`src/rtl/pwm_capture.sv`:
```
// pwm_capture: recovers the N-bit duty value from a frame-periodic PWM line.
// Each frame is 2^N clocks and the line is high for the first `duty` clocks.
// The block synchronises pwm_in, aligns to the frame-start rising edge,
// counts high clocks per frame and offers one sample per frame on a
// valid/ready handshake.
module pwm_capture #(
  parameter int N           = 10,
  parameter int SYNC_STAGES = 2
) (
  input  logic         clk,
  input  logic         reset_n,
  input  logic         pwm_in,
  output logic [N-1:0] sample_out,
  output logic         sample_valid,
  input  logic         sample_ready,
  output logic         locked,
  output logic         sync_err,
  output logic         overrun
);

  localparam logic [0:0]   ACQUIRE = 1'b0;
  localparam logic [0:0]   TRACK   = 1'b1;
  localparam logic [N-1:0] CNT_MAX = {N{1'b1}};
  localparam logic [N-1:0] CNT_ONE = {{(N-1){1'b0}}, 1'b1};

  logic [SYNC_STAGES-1:0] sync_q;
  logic                   s, s_d, rise;
  logic [0:0]             state;
  logic [N-1:0]           frm_cnt, hi_cnt, result;
  logic                   close, resync, emit;

  assign s      = sync_q[SYNC_STAGES-1];
  assign locked = (state == TRACK);

  // Synchroniser chain and one-clock delay of its output for edge detect.
  always_ff @(posedge clk) begin
    if (!reset_n) begin
      sync_q <= '0;
      s_d    <= 1'b0;
    end else begin
      sync_q <= {sync_q[SYNC_STAGES-2:0], pwm_in};
      s_d    <= s;
    end
  end

  // Frame-close detection, realignment decision and emit decision.
  always_comb begin
    rise   = s & ~s_d;
    close  = (frm_cnt == CNT_MAX);
    // result includes the current clock's level, saturating at 2^N-1
    result = (hi_cnt == CNT_MAX) ? CNT_MAX : hi_cnt + {{(N-1){1'b0}}, s};
    // In ACQUIRE any rise aligns; in TRACK only a rise off frame start does.
    resync = (state == ACQUIRE) ? rise : (rise && (frm_cnt != '0));
    // Unlocked, only an all-low frame is reportable (duty 0 looks like idle).
    emit   = close && !rise && ((state == TRACK) || (result == '0));
  end

  // Frame/high counters and alignment state.
  always_ff @(posedge clk) begin
    if (!reset_n) begin
      state   <= ACQUIRE;
      frm_cnt <= '0;
      hi_cnt  <= '0;
    end else if (resync) begin
      // the rise clock itself is the first high clock of the new frame
      state   <= TRACK;
      frm_cnt <= CNT_ONE;
      hi_cnt  <= CNT_ONE;
    end else if (close) begin
      frm_cnt <= '0;
      hi_cnt  <= '0;
    end else begin
      frm_cnt <= frm_cnt + CNT_ONE;
      hi_cnt  <= result;
    end
  end

  // Output register, handshake and status pulses.
  always_ff @(posedge clk) begin
    if (!reset_n) begin
      sample_out   <= '0;
      sample_valid <= 1'b0;
      sync_err     <= 1'b0;
      overrun      <= 1'b0;
    end else begin
      sync_err <= resync && (state == TRACK);
      overrun  <= 1'b0;
      if (emit) begin
        // ready on the same edge means the old sample was taken: no overrun
        sample_out   <= result;
        sample_valid <= 1'b1;
        overrun      <= sample_valid & ~sample_ready;
      end else if (sample_valid && sample_ready) begin
        sample_valid <= 1'b0;
      end
    end
  end

endmodule

```
`config.mk`:
```
export PLATFORM = sky130hd
export DESIGN_NAME = pwm_capture
export DESIGN_NICKNAME = d
export VERILOG_FILES = /design/src/rtl/pwm_capture.sv
export SDC_FILE = /design/constraint.sdc
export NUM_CORES = 1
export LEC_CHECK = 0
export ABC_AREA = 1
export BUFFER_PORTS_ARGS = -buffer_cell sky130_fd_sc_hd__buf_2
export CELL_PAD_IN_SITES_DETAIL_PLACEMENT = 1
export CELL_PAD_IN_SITES_GLOBAL_PLACEMENT = 2
export CORE_ASPECT_RATIO = 0.7
export CORE_MARGIN = 2
export CORE_UTILIZATION = 29
export DETAILED_ROUTE_END_ITERATION = 8
export PLACE_DENSITY = 0.71
export SLEW_MARGIN = 5
export SYNTH_ARGS = -nofsm -noshare
export SYNTH_HDL_FRONTEND = slang
export SYNTH_SLANG_ARGS = --single-unit
```
`constraint.sdc`:
```
create_clock -name clk -period 3.31 [get_ports clk]
set_clock_uncertainty 0.05 [all_clocks]
set_input_delay 0.4965 -clock clk [delete_from_list [all_inputs] [get_ports clk]]
set_output_delay 0.4965 -clock clk [all_outputs]
set_load 0.01 [all_outputs]
```
# Word-level counts from Yosys, hierarchy flattened
# Cells that the tools add are included.
# classes
add_sub_neg	2
eq_ne	2
n_mux	8
n_bitwise	5
n_reduce_logical	12
# ops
cell	count
$eq A10 B10 Y1 const B	2
$add A10 B1 Y10	1
$add A10 B1 Y10 const B	1
$logic_not A10 Y1	1
$mux W10	1
$reduce_bool A10 Y1	1
$mux W1	7
$logic_and A1 B1 Y1	5
$not A1 Y1	3
$reduce_or A3 Y1	1
$and A1 B1 Y1	2
$reduce_and A2 Y1	1
$reduce_bool A2 Y1	1
$logic_not A1 Y1	1
$logic_or A1 B1 Y1	1
# totals
reg_bits	37
inputBits	4
output_inout_bits	14
wordCells	40

# Logic depth before layout (Yosys ltp)
# Gate-level depths: netlist (run 1).
# depth
ltp_word	6
ltp_mapped	15
ltp_nobuf	14

# Least setup slack after synthesis (run 1)
# No wires, ideal clock.
# synth_path
path_type	register to register
startpoint	reg sync_q[1]
endpoint	reg sample_out[9]
setup_ns	0.116
arrival_ns	1.724
t_required_ns	3.144
path_slack_ns	1.420
stages_incl_launch_ff	15
n_path_buf	1
synth_period_minus_slack_ns	1.890
cell_sequence	dfxtp_1 ha_1 ha_1 inv_1 nor2_4 a21oi_2 nor2_2 nand2_1 nor2_1 nand3_1 nand2_2 buf_6 nand3_1 nand2_1 nor2_2
# synth_via
elab_chain_cells	5
word_cells_on_any_way	8
classes_between	add/sub: 1; mux: 1; bitwise: 1; reduce/logical: 5
# synth_rtl
item	line_no	source
start: declaration	26	logic [SYNC_STAGES-1:0] sync_q;
start signal: assignment	41	sync_q <= {sync_q[SYNC_STAGES-2:0], pwm_in};
$add A10 B1 Y10	51	result = (hi_cnt == CNT_MAX) ? CNT_MAX : hi_cnt + {{(N-1){1'b0}}, s};
$mux W10	51	
$logic_not A10 Y1	55	emit = close && !rise && ((state == TRACK) || (result == '0));
$logic_or A1 B1 Y1	55	
$logic_and A1 B1 Y1	55	
end signal: assignment	90	sample_out <= result;
end: declaration	13	output logic [N-1:0] sample_out,
# Parallel ways exist; a longest one is shown, timed or not.
# A chain may end at the register's enable or synchronous reset.

# Final worst setup path (run 1)
# layout_path
startpoint	reg sync_q[1]
endpoint	reg sample_out[8]
# Same word-level chain as after synthesis.

==> results of run 1 <==
==> per-stage QoR <==
step | std cells | total power [mW] | area, µm² | hold WS (ps)
6_report | 328 | 0.846 | 1990 | 329
5_1_grt | 328 | 0.898 | 1990 | 338
4_1_cts | 328 | 0.865 | 1990 | 318
3_5_place_dp | 320 | 0.529 | 1900 | 370
3_3_place_gp | 320 | 0.529 | 1900 | 375
2_1_floorplan | 234 | 0.522 | 1760 | 340
==> power groups by stage <==
stage | logic [mW] | registers [mW] | clock network (mW)
floorplan | 0.0546 | 0.467 | 0
global placement | 0.0614 | 0.468 | 0
detailed placement | 0.0608 | 0.468 | 0
CTS | 0.0613 | 0.457 | 0.347
global route | 0.0700 | 0.459 | 0.370
finish | 0.0599 | 0.457 | 0.329
==> per-layer routing <==
layer,share of wire (%),routed length [µm],global-route usage [%]
met1,56,2290,19.9
met2,39,1590,18.9
met3,3.2,129,3.73
met4,1.4,55,5.56
met5,0,0,0
==> worst max-delay path: stages, from the launching register on <==
cell	delay, ps
dfxtp_1	360
ha_1	220
ha_1	210
inv_1	80
nor2_4	170
xnor2_1	160
nand3_1	110
nor2_1	100
nand3_1	100
nand2_2	370
nand3_1	130
nand2_1	100
nor2_2	30
==> registers in the layout, summed over array words and instances, names as in the netlist, 2 cells and up <==
register    cells
sample_out     10
hi_cnt         10
frm_cnt        10
sync_q          2
==> placed cells by master (no fill, tap or decap), drive strengths merged <==
cell type  instances
nand2             48
nor3b              2
clkbuf             5
nor2              47
o21ai              3
nand3b             1
dfxtp             37
xor2               3
xnor2              2
clkinvlp           1
nand4              3
and3               1
or2                2
inv               31
a31oi              2
nand3             20
nor4               1
buf               18
a21oi             13
o31ai              2
ha                 4
clkinv             2
nor3               5
==> path summary, 6_finish.rpt <==
| kind | startpoint | to | slack [ps] | depth (start not counted) |
|---|---|---|---|---|
| min | pwm_in | sync_q[0] | 330 | 3 |
| max reg2reg | sync_q[1] | sample_out[8] | 1010 | 12 |
| min reg2reg | sync_q[0] | sync_q[1] | 380 | 2 |
| max | sync_q[1] | sample_out[8] | 1010 | 12 |
==> area by class of cell <==
class | count | area [µm²]
Tap cell | 75 | 93.8
Clock inverter | 3 | 21.3
Sequential cell | 37 | 741
Multi-Input combinational cell | 159 | 853
Fill cell | 746 | 3820
Inverter | 31 | 118
Clock buffer | 5 | 68.8
Timing Repair Buffer | 18 | 92.6
==> logic make-up (layout without fill, tap and decap cells) <==
| logic type | after synthesis | in the layout | synth area share, % |
|---|---|---|---|
| and+or+nand+nor | 130 | 130 | 36.7 |
| buffers and inverters | 38 | 57 | 9.64 |
| DFF | 37 | 37 | 42.0 |
| AOI/OAI and AO/OA | 20 | 20 | 6.31 |
| xor gates and xnor gates | 5 | 5 | 2.48 |
| adders and majority gates | 4 | 4 | 2.84 |
==> flow_metrics.env, run 1 <==
export IMPL_status="completed"
export IMPL_cts_hold_buf=0
export IMPL_syn_area_um2=1760
export IMPL_layout_nets=260
export IMPL_clkPwrFrac_pct=38.9
export IMPL_irDropWorstVdd_uv=198
export IMPL_worst_slew_pin_transition_ps=696
export IMPL_rsz0062_at_grt="false"
export IMPL_setup_tns_final_ps=0
export IMPL_post_synth_top_count_cell="nand2_1"
export IMPL_cp_max_fo=21
export IMPL_grt_overflow_total=0
export IMPL_synthTopCellsByArea="dfxtp_1 (42%), nand2_1 (9.4%), nor2_1 (8.1%), inv_1 (6.2%), nand3_2 (4.5%)"
export IMPL_h_tree_depth=2
export IMPL_switching_share_pct=26.7
export IMPL_post_cts_resized=0
export IMPL_pre_cts_ws_ps=986
export IMPL_combPwrFrac_pct=7.1
export IMPL_wire_per_inst_um=12.4
export IMPL_slew_headroom_pct=53.5
export IMPL_fmax_ghz=0.435
export IMPL_drtPass1Iterations=4
export IMPL_core_um2=5810
export IMPL_cts_buffers=5
export IMPL_drcViolationCount=0
export IMPL_grt_pass1_vias=1460
export IMPL_die_height_um=69.3
export IMPL_seqPwrFrac_pct=54.1
export IMPL_ioPinCount=18
export IMPL_ys_ff_latch=37
export IMPL_intPower_uw=620
export IMPL_final_core_util_pct=34.2
export IMPL_place_congestion=0.712
export IMPL_drt_iter0_markers=46
export IMPL_syn_nets=242
export IMPL_track_usage_pct=13.6
export IMPL_synthTopCellsByCount="nand2_1 (44), nor2_1 (38), dfxtp_1 (37)"
export IMPL_finalHoldViolations=0
export IMPL_cts_tree="built"
export IMPL_clock_path_buffers=2
export IMPL_start_kind="register"
export IMPL_dominantRegCellSynth="dfxtp_1"
export IMPL_yosysWarnings=0
export IMPL_cts_setup_buffers=0
export IMPL_num_vias=1472
export IMPL_fin_crit_sh_pct=69.4
export IMPL_p_leak_nw=0.871
export IMPL_syn2layout_area_growth_pct=12.7
export IMPL_path_class="reg -> reg"
export IMPL_grt_pass1_wl_um=7230
export IMPL_hp_class="in -> reg"
export IMPL_timing_final_ws_setup_ps=1010
export IMPL_netlist_area_leader_share_pct=42.0
export IMPL_start_util_pct=30.3
export IMPL_grt_max_degree=22
export IMPL_end_kind="register"
export IMPL_yosysSeqAreaShare_pct=42.0
export IMPL_cts_reportedPaths_clkPinSlew_ps=80
export IMPL_min_period_ps=2300
export IMPL_die_width_um=97.2
export IMPL_critPathArrivalTime_ps=2440
export IMPL_viasPerCell=4.49
export IMPL_wirelength_um=4070
export IMPL_avgSynthCellArea_um2=7.54
export IMPL_drtAntennaViolNets=0
export IMPL_p_per_area_nw_per_um2=425
export IMPL_io_buffers=17
export IMPL_rows=23
export IMPL_antennaDiodeCount=0
export IMPL_synth_edf_count=0
export IMPL_maxSlewViolCount=0
export IMPL_drive_above_1_share_pct=20.9
export IMPL_synth_cell_types=31
export IMPL_dieArea_um2=6730
export IMPL_setup_viol=0
export IMPL_clock_sinks=37
export IMPL_synthCells=234
export IMPL_max_cap_violations=0
export IMPL_insertion_delay_ps=300
export IMPL_required_ps=3450
export IMPL_dp_hpwl_um=3100
export IMPL_root_buffer="clkbuf_8"
export IMPL_ys_async_sr_fraction_pct=0
export IMPL_p_sw_uw=225
export IMPL_antenna_found_initial=0
export IMPL_yosys_area_top_type="dfxtp_1"
No activity file was read; power rests on OpenSTA's default activity.
==> run 2: changes to the inputs <==
--- a/config.mk
+++ b/config.mk
@@ -5,7 +5,7 @@
 export SDC_FILE = /design/constraint.sdc
 export NUM_CORES = 1
 export LEC_CHECK = 0
-export ABC_AREA = 1
+export ABC_AREA = 0
 export BUFFER_PORTS_ARGS = -buffer_cell sky130_fd_sc_hd__buf_2
 export CELL_PAD_IN_SITES_DETAIL_PLACEMENT = 1
 export CELL_PAD_IN_SITES_GLOBAL_PLACEMENT = 2
@@ -13,7 +13,7 @@
 export CORE_MARGIN = 2
 export CORE_UTILIZATION = 29
 export DETAILED_ROUTE_END_ITERATION = 8
-export PLACE_DENSITY = 0.71
+export PLACE_DENSITY = 0.68
 export SLEW_MARGIN = 5
 export SYNTH_ARGS = -nofsm -noshare
 export SYNTH_HDL_FRONTEND = slang
==> constraint.sdc (replaced) <==
create_clock -name clk -period 2.3 [get_ports clk]
set_clock_uncertainty 0.05 [all_clocks]
set_input_delay 0.345 -clock clk [delete_from_list [all_inputs] [get_ports clk]]
set_output_delay 0.345 -clock clk [all_outputs]
set_load 0.01 [all_outputs]
==> flow_metrics.env, run 2 <==
export IMPL_place_congestion=0.834
export IMPL_ioPinCount=18
export IMPL_ys_ff_latch=37
export IMPL_fin_total_pwr_mw=1.34
export IMPL_die_width_um=94.6
export IMPL_die_height_um=67.4
export IMPL_drt_iter0_markers=38
export IMPL_setup_tns_final_ps=0
export IMPL_wire_per_inst_um=14.6
export IMPL_pre_cts_ws_ps=-254
export IMPL_fin_crit_sh_pct=96.3
export IMPL_p_per_area_nw_per_um2=613
export IMPL_p_sw_uw=291
export IMPL_start_kind="register"
export IMPL_drtAntennaViolNets=0
export IMPL_intPower_mw=1.05
export IMPL_crit_family="compound AO/OA/AOI/OAI gates"
export IMPL_ys_async_sr_fraction_pct=0
export IMPL_worst_path_buf_inv=2
export IMPL_synthCells=191
export IMPL_drtPass1Iterations=4
export IMPL_avgSynthCellArea_um2=8.72
export IMPL_grt_max_degree=23
export IMPL_rrSetupSlack_ps=80
export IMPL_critPathArrivalTime_ps=2380
export IMPL_p_leak_nw=0.850
export IMPL_yosysSeqAreaShare_pct=44.5
export IMPL_dp_hpwl_um=3290
export IMPL_fmax_ghz=0.451
export IMPL_mostFrequentLayoutCell="dfxtp_1"
export IMPL_antennaDiodeCount=0
export IMPL_rr_worst_depth=9
export IMPL_hold_start="pwm_in"
export IMPL_viasPerCell=4.75
export IMPL_core_um2=5640
export IMPL_max_cap_violations=0
export IMPL_syn_area_um2=1670
export IMPL_yosys_area_top_type="dfxtp_1"
export IMPL_antenna_found_initial=0
export IMPL_rsz0062_at_grt="true"
export IMPL_holdPathEnd="sync_q[0]"
export IMPL_netlist_area_leader_share_pct=44.5
export IMPL_clkPwrFrac_pct=43.9
export IMPL_num_vias=1453
export IMPL_post_synth_top_count_cell="dfxtp_1"
export IMPL_fin_area_um2=2180
export IMPL_clock_sinks=37
export IMPL_synth_edf_count=0
export IMPL_setup_viol=0
export IMPL_timing_final_ws_setup_ps=84.9
export IMPL_yosysWarnings=0
export IMPL_grt_pass1_wl_um=7420
export IMPL_mostFrequentLayoutCells="dfxtp_1 (35), nor2_1 (31), nand2_1 (22)"
export IMPL_seqPwrFrac_pct=49.4
export IMPL_slew_headroom_pct=76.1
export IMPL_cts_hold_buf=0
export IMPL_layout_nets=238
export IMPL_maxSlewViolCount=0
export IMPL_r2r_start="hi_cnt[0]"
export IMPL_r2r_end="sample_out[5]"
export IMPL_track_usage_pct=15.2
export IMPL_reg_top3="frm_cnt: 10 flops, hi_cnt: 10 flops, sample_out: 10 flops"
export IMPL_final_core_util_pct=38.7
export IMPL_clock_path_buffers=2
export IMPL_cpPeakStageDelay_ps=360
export IMPL_worst_slew_pin_transition_ps=359
export IMPL_syn_nets=199
export IMPL_synthTopCellsByCount="dfxtp_1 (37), nor2_1 (34), nand2_1 (23)"
export IMPL_root_buffer="clkbuf_8"
export IMPL_syn2layout_area_growth_pct=31.0
export IMPL_h_tree_depth=2
export IMPL_synthTopCellsByArea="dfxtp_1 (44%), nor2_1 (7.7%), mux2i_1 (6.0%), nand2_1 (5.2%), xnor2_1 (3.7%)"
export IMPL_hold_depth=2
export IMPL_drcViolationCount=0
export IMPL_crit_chain="ha_4 -> buf_4 -> nand3_1 -> xnor2_2 -> a2111oi_4 -> o2111ai_2 -> o21ai_4 -> buf_12 -> mux2i_1"
export IMPL_required_ps=2470
export IMPL_start_util_pct=29.5
export IMPL_io_buffers=17
export IMPL_cp_max_fo=8
export IMPL_grt_pass1_vias=1518
export IMPL_status="completed"
export IMPL_insertion_delay_ps=290
export IMPL_cts_tree="built"
export IMPL_min_period_ps=2220
export IMPL_placed_cell_area_um2=1950
export IMPL_dieArea_um2=6370
export IMPL_grt_overflow_total=0
export IMPL_crit_slowest_cell="dfxtp_2"
export IMPL_hp_class="in -> reg"
export IMPL_combPwrFrac_pct=6.7
export IMPL_end_kind="register"
export IMPL_n_fill_cell=685
export IMPL_drive_above_1_share_pct=27.7
export IMPL_cts_reportedPaths_clkPinSlew_ps=80
export IMPL_rows=23
export IMPL_synth_cell_types=38
export IMPL_switching_share_pct=21.7
export IMPL_dominantRegCellSynth="dfxtp_1"
export IMPL_path_class="reg -> reg"
export IMPL_wirelength_um=4480
export IMPL_irDropWorstVdd_uv=251
export IMPL_cts_buffers=5
export IMPL_finalHoldViolations=0
run 2: cells by family after synthesis:
kind of cell,count (synthesis),share of synthesized area [%]
AO/OA/AOI/OAI,23,9.54
XOR/XNOR,13,6.84
adder cells (fa/ha/maj),4,3.01
buffers and inverters,11,3.83
flip-flops,37,44.5
multiplexers,10,6.01
AND/OR/NAND/NOR,93,26.3
run 2: how the worst max path moves through the flow:
stage / startpoint / endpoint / depth (start not counted)
6_report: hi_cnt[0] / sample_out[5] / 9
5_1_grt: hi_cnt[0] / sample_out[4] / 9
4_1_cts: sync_q[1] / sample_out[5] / 10
3_5_place_dp: sync_q[1] / sample_out[8] / 9
3_3_place_gp: sync_q[1] / sample_out[8] / 10
2_1_floorplan: sync_q[1] / sample_out[0] / 8
run 2: power groups by stage:
stage | clock network, mW | registers, mW | logic [mW]
CTS | 0.603 | 0.660 | 0.0847
global placement | 0 | 0.673 | 0.0757
floorplan | 0 | 0.673 | 0.0470
global route | 0.640 | 0.663 | 0.0996
detailed placement | 0 | 0.675 | 0.0781
finish | 0.587 | 0.661 | 0.0890
run 2: cell type report:
class / instances / area, µm² / share of cell area [%]
repair buffers: 37 / 251 / 11.5
clock inverters: 2 / 37.5 / 1.72
clock buffers: 6 / 82.6 / 3.79
inverters: 6 / 22.5 / 1.03
multi-input cells: 143 / 950 / 43.5
flip-flops and latches: 37 / 743 / 34.1
well taps: 75 / 93.8 / 4.30
run 2: timing repair:
action,in CTS,in global routing
hold endpoints to repair,0,0
endpoints found under the setup margin,12,12
buffers inserted,1,1
pin swaps,4,5
gates resized for setup,9,14
run 2: per-stage QoR:
step	hold WS (ps)	std cells
2_1_floorplan	362	191
3_3_place_gp	380	296
3_5_place_dp	396	296
4_1_cts	214	305
5_1_grt	230	306
6_report	215	306
run 2: per-layer routing:
| layer | wire (µm) | track usage (%) | share of wire, % | vias to the layer above |
|---|---|---|---|---|
| met2 | 2020 | 23.4 | 45 | 25 |
| met1 | 2280 | 21.3 | 51 | 703 |
| met5 | 0 | 0 | 0 | - |
| met3 | 138 | 3.46 | 3.1 | 5 |
| li1 | - | - | - | 720 |
| met4 | 38 | 4.35 | 0.85 | 0 |
==> run 3: changes to the inputs <==
--- a/config.mk
+++ b/config.mk
@@ -8,12 +8,12 @@
 export ABC_AREA = 0
 export BUFFER_PORTS_ARGS = -buffer_cell sky130_fd_sc_hd__buf_2
 export CELL_PAD_IN_SITES_DETAIL_PLACEMENT = 1
-export CELL_PAD_IN_SITES_GLOBAL_PLACEMENT = 2
+export CELL_PAD_IN_SITES_GLOBAL_PLACEMENT = 1
 export CORE_ASPECT_RATIO = 0.7
 export CORE_MARGIN = 2
 export CORE_UTILIZATION = 29
 export DETAILED_ROUTE_END_ITERATION = 8
-export PLACE_DENSITY = 0.68
+export PLACE_DENSITY = 0.58
 export SLEW_MARGIN = 5
 export SYNTH_ARGS = -nofsm -noshare
 export SYNTH_HDL_FRONTEND = slang
==> flow_metrics.env, run 3 (synthesized netlist as in run 2, its figures left out) <==
export IMPL_die_width_um=94.6
export IMPL_drcViolationCount=0
export IMPL_core_um2=5640
export IMPL_end_kind="register"
export IMPL_crit_chain="ha_4 -> ha_4 -> nand3_1 -> nor2_1 -> mux2i_2 -> o2111ai_2 -> o21ai_0 -> buf_4 -> o21ai_0"
export IMPL_dieArea_um2=6370
export IMPL_start_kind="register"
export IMPL_root_buffer="clkbuf_8"
export IMPL_grt_pass1_vias=1431
export IMPL_reg_top3="frm_cnt: 10 flops, hi_cnt: 10 flops, sample_out: 10 flops"
export IMPL_hp_class="in -> reg"
export IMPL_final_cells=306
export IMPL_rows=23
export IMPL_antennaDiodeCount=0
export IMPL_grt_max_degree=23
export IMPL_wire_per_inst_um=14.1
export IMPL_antenna_found_initial=0
export IMPL_clock_sinks=37
export IMPL_die_height_um=67.4
export IMPL_path_class="reg -> reg"
export IMPL_crit_start="sync_q[1]"
export IMPL_status="completed"
export IMPL_fin_crit_sh_pct=95.9
export IMPL_cts_hold_buf=0
export IMPL_h_tree_depth=2
export IMPL_syn2layout_area_growth_pct=26.1
export IMPL_p_per_area_nw_per_um2=588
export IMPL_grt_overflow_total=0
export IMPL_dp_hpwl_um=3230
export IMPL_cts_setup_buffers=0
export IMPL_setup_viol=0
export IMPL_critPathArrivalTime_ps=2340
export IMPL_num_vias=1433
export IMPL_ioPinCount=18
export IMPL_r2r_start="sync_q[1]"
export IMPL_max_cap_violations=0
export IMPL_required_ps=2440
export IMPL_drt_iter0_markers=23
export IMPL_finalHoldViolations=0
export IMPL_grt_pass1_wl_um=7310
export IMPL_start_util_pct=29.5
export IMPL_clock_path_buffers=2
export IMPL_slew_headroom_pct=69.0
export IMPL_crit_slowest_cell="dfxtp_2"
export IMPL_cts_buffers=5
export IMPL_cpPeakStageDelay_ps=360
export IMPL_irDropWorstVdd_uv=221
export IMPL_min_period_ps=2200
export IMPL_fin_area_um2=2100
export IMPL_hold_start="pwm_in"
export IMPL_cts_tree="built"
export IMPL_fmax_ghz=0.454
export IMPL_track_usage_pct=15.4
export IMPL_place_congestion=0.768
export IMPL_io_buffers=17
export IMPL_place_inst=298
export IMPL_cp_max_fo=5
export IMPL_n_fill_cell=693
export IMPL_mostFrequentLayoutCell="dfxtp_1"
export IMPL_wirelength_um=4310
export IMPL_placed_cell_area_um2=1950
export IMPL_crit_family="compound AO/OA/AOI/OAI gates"
export IMPL_maxSlewViolCount=0
export IMPL_worst_slew_pin_transition_ps=460
export IMPL_layout_nets=238
export IMPL_drtPass1Iterations=3
export IMPL_cts_reportedPaths_clkPinSlew_ps=80
export IMPL_insertion_delay_ps=300
export IMPL_drive_above_1_share_pct=24.2
export IMPL_worst_path_buf_inv=1
export IMPL_drtAntennaViolNets=0
export IMPL_p_leak_nw=0.828
export IMPL_viasPerCell=4.68
export IMPL_hold_ws_ps=197
export IMPL_mostFrequentLayoutCells="dfxtp_1 (35), nor2_1 (34), nand2_1 (23)"
==> run 3: final timing paths <==
kind                            cells past startpoint  slack (ps)             to
worst min-delay path                                2         200      sync_q[0]
worst min register to register                      1         400      sync_q[1]
worst max-delay path                                9         100  sample_out[8]
worst max register to register                      9         100  sample_out[8]
==> run 3: layout make-up <==
cell class / instances / area, µm² / share of cell area, %
clock buffer: 6 / 82.6 / 3.93
clock inverter: 2 / 13.8 / 0.655
inverter: 6 / 22.5 / 1.07
multi-input combinational: 143 / 902 / 42.9
sequential: 37 / 743 / 35.4
tap: 75 / 93.8 / 4.47
timing repair buffer: 37 / 243 / 11.6
==> run 3: layer usage <==
metal	up-vias	GRT usage, %	part of all wire [%]
li1	724	-	-
met2	16	20.3	40
met4	0	4.35	1.3
met1	688	23.0	55
met3	5	5.58	3.7
met5	-	0	0
==> run 3: report_power, final <==
group	internal (mW)	switching, mW
combinational	0.0394	0.0431
clock	0.243	0.248
sequential	0.651	0.0102
==> run 3: repair_timing <==
action                                  4_1_cts  5_1_grt
endpoints found under the setup margin       12       15
cloned                                        0        0
gates resized for setup                       5        7
pin swaps                                     3        4
==> run 3: per-stage QoR <==
step / setup TNS (ps) / setup WS, ps / utilization (%) / power, mW
after floorplan: 0 / 76.2 / - / 0.720
after global placement: -272 / -66.5 / 34.6 / 0.749
after detailed placement: -1290 / -148 / 34.6 / 0.751
after CTS: 0 / 0.585 / 36.7 / 1.25
after global routing: -297 / -55.9 / 37.2 / 1.30
final: 0 / 95.4 / 37.2 / 1.23
==> run 3: worst register-to-register path, stage by stage (launching register included) <==
cell	delay, ps
dfxtp_2	360
ha_4	160
ha_4	150
nand3_1	100
nor2_1	180
mux2i_2	350
o2111ai_2	230
o21ai_0	280
buf_4	170
o21ai_0	70
